===== src/rtl/router_out_fifo.sv =====
// Per-destination output buffer of the 1x3 router: 9-bit entries (header flag + byte)
// with read-side packet length tracking so the destination can see where a packet ends.
module router_out_fifo #(
   parameter int unsigned DEPTH  = 16,
   parameter int unsigned ADDR_W = 4
) (
   input  logic       clock,
   input  logic       resetn,
   input  logic       soft_reset,
   input  logic       write_enb,
   input  logic       read_enb,
   input  logic       lfd_state,
   input  logic [7:0] data_in,
   output logic       full,
   output logic       empty,
   output logic [7:0] data_out,
   output logic       pkt_active
);

   localparam logic [ADDR_W:0] DEPTH_P = (ADDR_W + 1)'(DEPTH);
   localparam logic [ADDR_W:0] PTR_ONE = (ADDR_W + 1)'(1);

   logic [8:0]      mem [DEPTH];
   logic [ADDR_W:0] wr_ptr;
   logic [ADDR_W:0] rd_ptr;
   logic [6:0]      count;
   logic [8:0]      rd_entry;
   logic            flush;
   logic            do_wr;
   logic            do_rd;

   assign flush      = !resetn || soft_reset;
   assign empty      = (wr_ptr == rd_ptr);
   assign full       = ((wr_ptr - rd_ptr) == DEPTH_P);
   assign do_wr      = write_enb && !full && !flush;
   assign do_rd      = read_enb && !empty;
   assign rd_entry   = mem[rd_ptr[ADDR_W-1:0]];
   assign pkt_active = (count != '0);

   // Storage is never cleared; a flush only drops the write of that cycle.
   always_ff @(posedge clock) begin
      if (do_wr)
         mem[wr_ptr[ADDR_W-1:0]] <= {lfd_state, data_in};
   end

   always_ff @(posedge clock) begin
      if (flush) begin
         wr_ptr   <= '0;
         rd_ptr   <= '0;
         count    <= '0;
         data_out <= '0;
      end else begin
         if (do_wr)
            wr_ptr <= wr_ptr + PTR_ONE;
         if (do_rd) begin
            rd_ptr   <= rd_ptr + PTR_ONE;
            data_out <= rd_entry[7:0];
            // Header reload covers payload bytes plus the trailing parity byte.
            if (rd_entry[8])
               count <= {1'b0, rd_entry[7:2]} + 7'd1;
            else if (count != '0)
               count <= count - 7'd1;
         end else if (count == '0) begin
            data_out <= '0;
         end
      end
   end

endmodule

===== config.mk =====
export PLATFORM = sky130hd
export DESIGN_NAME = router_out_fifo
export DESIGN_NICKNAME = d
export VERILOG_FILES = /design/src/rtl/router_out_fifo.sv
export SDC_FILE = /design/constraint.sdc
export NUM_CORES = 1
export LEC_CHECK = 0
export ABC_AREA = 1
export CAP_MARGIN = 20
export CORE_MARGIN = 1
export CORE_UTILIZATION = 45
export CTS_CLUSTER_DIAMETER = 150
export CTS_CLUSTER_SIZE = 28
export DETAILED_ROUTE_END_ITERATION = 7
export PLACE_DENSITY = 0.59
export SLEW_MARGIN = 20
export SYNTH_ARGS = -nofsm -noshare
export SYNTH_HDL_FRONTEND = slang
export SYNTH_SLANG_ARGS = --single-unit

===== constraint.sdc =====
create_clock -name clock -period 2.7 [get_ports clock]
set_input_delay 0.675 -clock clock [delete_from_list [all_inputs] [get_ports clock]]
set_output_delay 0.675 -clock clock [all_outputs]
set_load 0.02 [all_outputs]

==> flow_metrics.py, run 1 <==
metrics = {
    "drt": {
        "drt-met1-wl_um": 7770,
        "route.vias.total": 5349,
        "routed-wl-met2_um": 8860,
        "dr.first_iter.drc_count": 487,
        "drt_pass1_iterations": 5,
        "route.met3.wl_um": 938,
        "wl_um": 17800,
        "per_cell_via_count_in_the_routed_design": 5.13,
        "highest-signal-layer": "met4",
        "final_antenna_net_count": 0,
        "wl_per_cell_um": 17.1,
        "drc": 0,
    },
    "setup_path": {
        "data_required_time_of_the_worst_path_ps": 2030,
        "critPathArrivalTime_ps": 1900,
        "setup.worst_path.end_class": "primary output",
        "regToRegStartpoint": "wr_ptr[1]",
        "crit_start": "count[0]",
        "crit_type": "reg2out",
        "worst-path-max-fanout": 3,
        "start_kind": "flop",
        "register_to_register_path_setup_slack_ps": 230,
    },
    "placed_design": {
        "buffer_ports.inserted": 24,
        "routabilityCongestion": 0.848,
        "hpwlAfterDp_um": 11900,
        "postPlaceCellArea_mm2": 0.00827,
        "dpl_worst_slack_ps": -11.4,
        "placed_cells": 1008,
    },
    "yosys": {
        "number_of_enable_flip_flop_cells_after_synthesis": 144,
        "synth.distinct_cells": 37,
        "ys_ff_latch": 173,
        "synth.cell_area_mm2": 0.00767,
        "async_set_or_reset_register_ratio_after_synthesis_pct": 0,
        "commonest_register_cell_after_synthesis": "sky130_fd_sc_hd__edfxtp_1",
        "sequential_to_total_area_share_from_yosys_stat_pct": 63.9,
        "postSynthNetCount": 783,
        "syn-instance-count": 757,
        "synth.avg_cell_area_um2": 10.1,
        "yosys_warnings": 0,
    },
    "sta": {
        "post-route-worst-setup-slack_ps": 127,
        "max_slew_margin_pct": 49.3,
        "hold_viol": 0,
        "fin_worst_skew_ps": 8.16,
        "hold_ws_ps": 466,
        "timing_worst_slew_pin_value_ps": 758,
        "grt_setup_unrepaired": "no",
        "slew_viol_final": 0,
        "setup_tns_ps": 0,
        "fmaxAchievable_mhz": 389,
        "report.final.setup_viol": 0,
        "final_period_minus_worst_setup_slack_ps": 2570,
        "timing.final.crit_share_pct": 95.3,
    },
    "run_status": {
        "status": "complete, no violations",
    },
    "cells_and_area": {
        "nets": 835,
        "n_antenna_cell": 0,
        "syn_to_layout_area_delta_pct": 16.5,
        "post_route_cell_area_mm2": 0.00894,
        "core_utilization_of_the_finished_layout_pct": 53.7,
        "drive_gt1_share_pct": 12.3,
        "finalNonFillerCells": 1042,
    },
    "global_route": {
        "grt_overflow_total": 0,
        "grt_pass1_vias": 5275,
        "largest_net_degree_at_the_start_of_global_routing": 70,
        "antenna_found_initial": 0,
        "grt_pass1_wl_um": 27900,
        "combined_global_route_utilization_of_all_metal_layers_pct": 21.3,
    },
    "die": {
        "die_span_y_um": 133,
        "die-area_mm2": 0.0176,
        "start_util_pct": 46.1,
        "design.core.area_mm2": 0.0166,
        "fp-row-count": 47,
        "pin_count": 25,
        "chipWidth_um": 133,
    },
    "clocking": {
        "clk_pin_slew_worst_paths_ps": 70,
        "htree_num_levels": 4,
        "cts_sinks": 173,
        "inserted_clock_buffers": 17,
        "deepest_clock_path_buffer_count": 2,
        "worst_skew_pair.late_latency_ps": 430,
        "hold_buffers": 0,
        "tritoncts": "done",
        "clockRootBuffer": "sky130_fd_sc_hd__clkbuf_16",
    },
    "pwr": {
        "power_density_mw_per_mm2": 609,
        "p_leak_nw": 3.52,
        "ir_worst_vdd_v": 0.000537,
        "power_mw": 5.45,
    },
    "hold_path": {
        "min-delay-start": "data_out[0]",
        "min-delay-path-class": "reg2reg",
    },
    "job": {
        "timing.max_cap.violations": 0,
    },
}
cell usage after synthesis, types with 2 or more instances:
cell type                    n  share of area [%]
sky130_fd_sc_hd__a21oi_1    35                2.3
sky130_fd_sc_hd__buf_2      11               0.72
sky130_fd_sc_hd__buf_4       5               0.49
sky130_fd_sc_hd__buf_6       8                1.2
sky130_fd_sc_hd__clkbuf_1    5               0.24
sky130_fd_sc_hd__clkinv_1    2              0.098
sky130_fd_sc_hd__dfxtp_1    29                7.6
sky130_fd_sc_hd__edfxtp_1  144                 56
sky130_fd_sc_hd__ha_1       12                2.0
sky130_fd_sc_hd__inv_1      81                4.0
sky130_fd_sc_hd__inv_2       5               0.24
sky130_fd_sc_hd__nand2_1   231                 11
sky130_fd_sc_hd__nand2_2     4               0.33
sky130_fd_sc_hd__nand3_1    88                5.7
sky130_fd_sc_hd__nand3_2     2               0.26
sky130_fd_sc_hd__nand4_1     4               0.33
sky130_fd_sc_hd__nor2_1     41                2.0
sky130_fd_sc_hd__nor3_1      3               0.20
sky130_fd_sc_hd__o211ai_1    7               0.69
sky130_fd_sc_hd__o21a_1      2               0.20
sky130_fd_sc_hd__o21ai_0     7               0.46
sky130_fd_sc_hd__o21ai_1     6               0.39
sky130_fd_sc_hd__o311ai_0    2               0.23
sky130_fd_sc_hd__xnor2_1     5               0.57
sky130_fd_sc_hd__xor2_1      6               0.69
worst paths after layout:
kind | endpoint | cells past startpoint
hold reg to reg | data_out[0] | 2
hold / removal | data_out[0] | 2
setup reg to reg | mem[3][7] | 17
setup / recovery | pkt_active | 4
cell families after synthesis:
family	count (synthesis)	share of synthesized area, %
AO/OA/AOI/OAI	66	5.22
AND/OR/NAND/NOR	376	20.5
buffers and inverters	119	7.16
XOR/XNOR	11	1.26
flip-flops	173	63.9
adder cells (fa/ha/maj)	12	1.96
per-layer routing:
| layer | track usage [%] | up-vias |
|---|---|---|
| li1 | - | 2630 |
| met1 | 28.4 | 2561 |
| met2 | 34.7 | 140 |
| met3 | 4.94 | 18 |
| met4 | 6.90 | 0 |
| met5 | 0 | - |
state kept, by name (all words and copies together), names as in the netlist, named ones only:
name      flops
count         7
rd_ptr        5
data_out      8
mem         144
wr_ptr        5
critical path: stages (launching register included):
cell                              delay [ps]
sky130_fd_sc_hd__dfxtp_1                 350
sky130_fd_sc_hd__inv_1                    90
sky130_fd_sc_hd__ha_1                    230
sky130_fd_sc_hd__nand3_1                 180
sky130_fd_sc_hd__clkdlybuf4s50_1         630
power by group:
group          total, mW  internal (mW)  switching [mW]  leakage (nW)
clock network       2.23           1.19            1.05         0.258
logic              0.306         0.0976           0.209          1.73
registers           2.91           2.90         0.00768          1.53
placed cells by master, fill, tap and decap left out, types with 2 or more instances in the layout:
master / Yosys / layout
sky130_fd_sc_hd__nand2_1: 231 / 228
sky130_fd_sc_hd__nand4_1: 4 / 4
sky130_fd_sc_hd__nand2_2: 4 / 5
sky130_fd_sc_hd__clkinvlp_4: 0 / 2
sky130_fd_sc_hd__clkdlybuf4s50_1: 0 / 22
sky130_fd_sc_hd__o21ai_0: 7 / 7
sky130_fd_sc_hd__dfxtp_1: 29 / 27
sky130_fd_sc_hd__buf_4: 5 / 28
sky130_fd_sc_hd__nor2_2: 0 / 3
sky130_fd_sc_hd__inv_1: 81 / 80
sky130_fd_sc_hd__inv_2: 5 / 5
sky130_fd_sc_hd__xor2_1: 6 / 6
sky130_fd_sc_hd__nor3_1: 3 / 3
sky130_fd_sc_hd__buf_6: 8 / 10
sky130_fd_sc_hd__inv_6: 0 / 6
sky130_fd_sc_hd__nand3_1: 88 / 88
sky130_fd_sc_hd__nor2_1: 41 / 33
sky130_fd_sc_hd__ha_1: 12 / 11
sky130_fd_sc_hd__clkinv_1: 2 / 5
sky130_fd_sc_hd__nand3_2: 2 / 2
sky130_fd_sc_hd__o211ai_1: 7 / 7
sky130_fd_sc_hd__dfxtp_2: 0 / 2
sky130_fd_sc_hd__nand2_4: 1 / 3
sky130_fd_sc_hd__edfxtp_1: 144 / 144
sky130_fd_sc_hd__a21oi_1: 35 / 35
sky130_fd_sc_hd__clkbuf_16: 0 / 17
sky130_fd_sc_hd__clkinv_4: 0 / 4
sky130_fd_sc_hd__inv_4: 1 / 2
sky130_fd_sc_hd__xnor2_1: 5 / 5
sky130_fd_sc_hd__o311ai_0: 2 / 2
sky130_fd_sc_hd__o21ai_1: 6 / 6
sky130_fd_sc_hd__nor2_4: 0 / 5
sky130_fd_sc_hd__o21a_1: 2 / 2
final cells by class:
cell class | instances | area [µm²]
fill | 1477 | 7700
clock buffer | 17 | 425
sequential | 173 | 4910
timing repair buffer | 62 | 572
tap | 220 | 275
inverter | 90 | 350
multi-input combinational | 465 | 2300
clock inverter | 15 | 114
timing repair:
item,CTS,global route
cloned,0,0
gates resized for setup,6,33
buffers inserted,0,2
pin swaps,0,4
hold endpoints to repair,0,0
setup endpoints to repair,18,145
Note: power is estimated with default switching activity, not from simulation.
==> run 2: changes to the inputs <==
Settings changed: ABC_CLOCK_PERIOD_IN_PS set to 2700, CORE_UTILIZATION 45 to 61, PLACE_DENSITY 0.59 to 0.76.
==> flow_metrics.py, run 2 (same netlist as run 1, synthesis figures left out) <==
metrics = {
    "run_status": {
        "status": "complete, no violations",
    },
    "placed_design": {
        "dpl_worst_slack_ps": -54.6,
        "hpwlAfterDp_um": 11000,
        "buffer_ports.inserted": 24,
        "routabilityCongestion": 0.855,
    },
    "pwr": {
        "power_switching_mw": 1.25,
        "ir_worst_vdd_v": 0.000603,
        "swShare_pct": 22.2,
        "p_leak_nw": 3.53,
        "clkPwrFrac_pct": 42.9,
        "power_mw": 5.62,
        "p_int_mw": 4.37,
        "sequential_share_of_power_pct": 51.7,
        "power_density_mw_per_mm2": 635,
        "combPwrFrac_pct": 5.4,
    },
    "sta": {
        "timing_worst_slew_pin_value_ps": 714,
        "timing.final.crit_share_pct": 96.2,
        "post-route-worst-setup-slack_ps": 102,
        "fin_worst_skew_ps": 9.72,
        "fmaxAchievable_mhz": 385,
        "final_period_minus_worst_setup_slack_ps": 2600,
        "setup_tns_ps": 0,
        "report.final.setup_viol": 0,
        "hold_viol": 0,
        "max_slew_margin_pct": 52.2,
        "slew_viol_final": 0,
    },
    "drt": {
        "final_antenna_net_count": 0,
        "drt_pass1_iterations": 6,
        "dr.first_iter.drc_count": 633,
        "drc": 0,
        "wl_per_cell_um": 17.3,
        "wl_um": 17100,
        "route.vias.total": 5458,
        "per_cell_via_count_in_the_routed_design": 5.52,
    },
    "die": {
        "die-area_mm2": 0.0130,
        "start_util_pct": 63.3,
        "fp-row-count": 40,
        "pin_count": 25,
        "die_span_y_um": 114,
        "design.core.area_mm2": 0.0121,
        "chipWidth_um": 114,
    },
    "setup_path": {
        "data_required_time_of_the_worst_path_ps": 2030,
        "critPathArrivalTime_ps": 1920,
        "crit_type": "reg2out",
        "setup.worst_path.end_class": "primary output",
        "start_kind": "flop",
        "worst-path-max-fanout": 3,
    },
    "cells_and_area": {
        "num-fill-cells": 864,
        "layout.cells.most_common": "sky130_fd_sc_hd__nand2_1",
        "most-common-layout-cells": "sky130_fd_sc_hd__nand2_1 (227), sky130_fd_sc_hd__edfxtp_1 (144), sky130_fd_sc_hd__nand3_1 (88)",
        "drive_gt1_share_pct": 11.9,
        "nets": 834,
        "largest_register_ffs": 144,
        "syn_to_layout_area_delta_pct": 15.4,
        "n_antenna_cell": 0,
    },
    "global_route": {
        "combined_global_route_utilization_of_all_metal_layers_pct": 27.9,
        "largest_net_degree_at_the_start_of_global_routing": 64,
        "grt_overflow_total": 0,
        "grt_pass1_wl_um": 26300,
        "grt_pass1_vias": 4990,
        "antenna_found_initial": 0,
    },
    "clocking": {
        "htree_num_levels": 4,
        "deepest_clock_path_buffer_count": 2,
        "clk_pin_slew_worst_paths_ps": 70,
        "worst_skew_pair.late_latency_ps": 430,
        "cts_sinks": 173,
        "clockRootBuffer": "sky130_fd_sc_hd__clkbuf_16",
        "inserted_clock_buffers": 17,
        "tritoncts": "done",
    },
    "hold_path": {
        "min-delay-path-class": "reg2reg",
    },
    "job": {
        "timing.max_cap.violations": 0,
    },
}
==> run 2: what timing repair did <==
action / 4_1_cts / 5_1_grt
setup endpoints to repair: 86 / 137
resized for setup: 6 / 21
setup buffers: 0 / 2
gates cloned: 0 / 2
hold buffers: 0 / 0
pin swaps: 0 / 2
==> run 2: final cells by class <==
| type | instances | area, µm² | share of cell area (%) |
|---|---|---|---|
| clock inverter | 15 | 161 | 1.82 |
| multi-input combinational | 465 | 2260 | 25.5 |
| sequential | 173 | 4910 | 55.4 |
| clock buffer | 17 | 425 | 4.81 |
| tap | 168 | 210 | 2.37 |
| timing repair buffer | 61 | 542 | 6.12 |
| inverter | 90 | 350 | 3.96 |
==> run 2: stage by stage <==
stage | instances | area (µm²) | utilization, % | hold WS [ps]
floorplan | 757 | 7670 | - | 470
global placement | 953 | 8180 | 67.6 | 455
detailed placement | 953 | 8180 | 67.6 | 458
CTS | 985 | 8770 | 72.4 | 471
global route | 989 | 8850 | 73.1 | 484
finish | 989 | 8850 | 73.1 | 469
==> run 2: power by group through the flow <==
| stage | clock network (mW) | logic [mW] | registers [mW] |
|---|---|---|---|
| 3_5_place_dp | 0 | 0.295 | 2.96 |
| 4_1_cts | 2.43 | 0.297 | 2.91 |
| 3_3_place_gp | 0 | 0.288 | 2.96 |
| 2_1_floorplan | 0 | 0.173 | 2.96 |
| 5_1_grt | 2.54 | 0.332 | 2.91 |
| 6_report | 2.41 | 0.304 | 2.91 |
==> run 2: critical path, cell delays in order, from the launching register on <==
cell,delay (ps)
sky130_fd_sc_hd__dfxtp_2,340
sky130_fd_sc_hd__inv_1,80
sky130_fd_sc_hd__ha_4,280
sky130_fd_sc_hd__inv_1,50
sky130_fd_sc_hd__o21bai_2,160
sky130_fd_sc_hd__buf_4,130
sky130_fd_sc_hd__xnor2_1,110
sky130_fd_sc_hd__nand4_1,140
sky130_fd_sc_hd__inv_1,80
sky130_fd_sc_hd__buf_4,130
==> run 2: final timing paths <==
| path | slack [ps] | to | depth (start not counted) | startpoint |
|---|---|---|---|---|
| worst min-delay path | 470 | data_out[0] | 2 | data_out[0] |
| worst max-delay path | 100 | full | 9 | rd_ptr[1] |
| worst max register to register | 130 | mem[14][0] | 18 | rd_ptr[1] |
| worst min register to register | 470 | data_out[0] | 2 | data_out[0] |
==> run 2: per-layer routing <==
metal	track usage, %	up-vias	routed length (µm)
li1	-	2618	-
met1	40.7	2556	7580
met2	40.0	253	7650
met3	7.36	31	1510
met4	11.2	0	408
met5	0	-	0
==> run 3: changes to the inputs <==
Settings changed: SLEW_MARGIN 20 to unset.
==> results of run 3 <==
No change in the layout: final DEF, timing and power equal those of run 2.
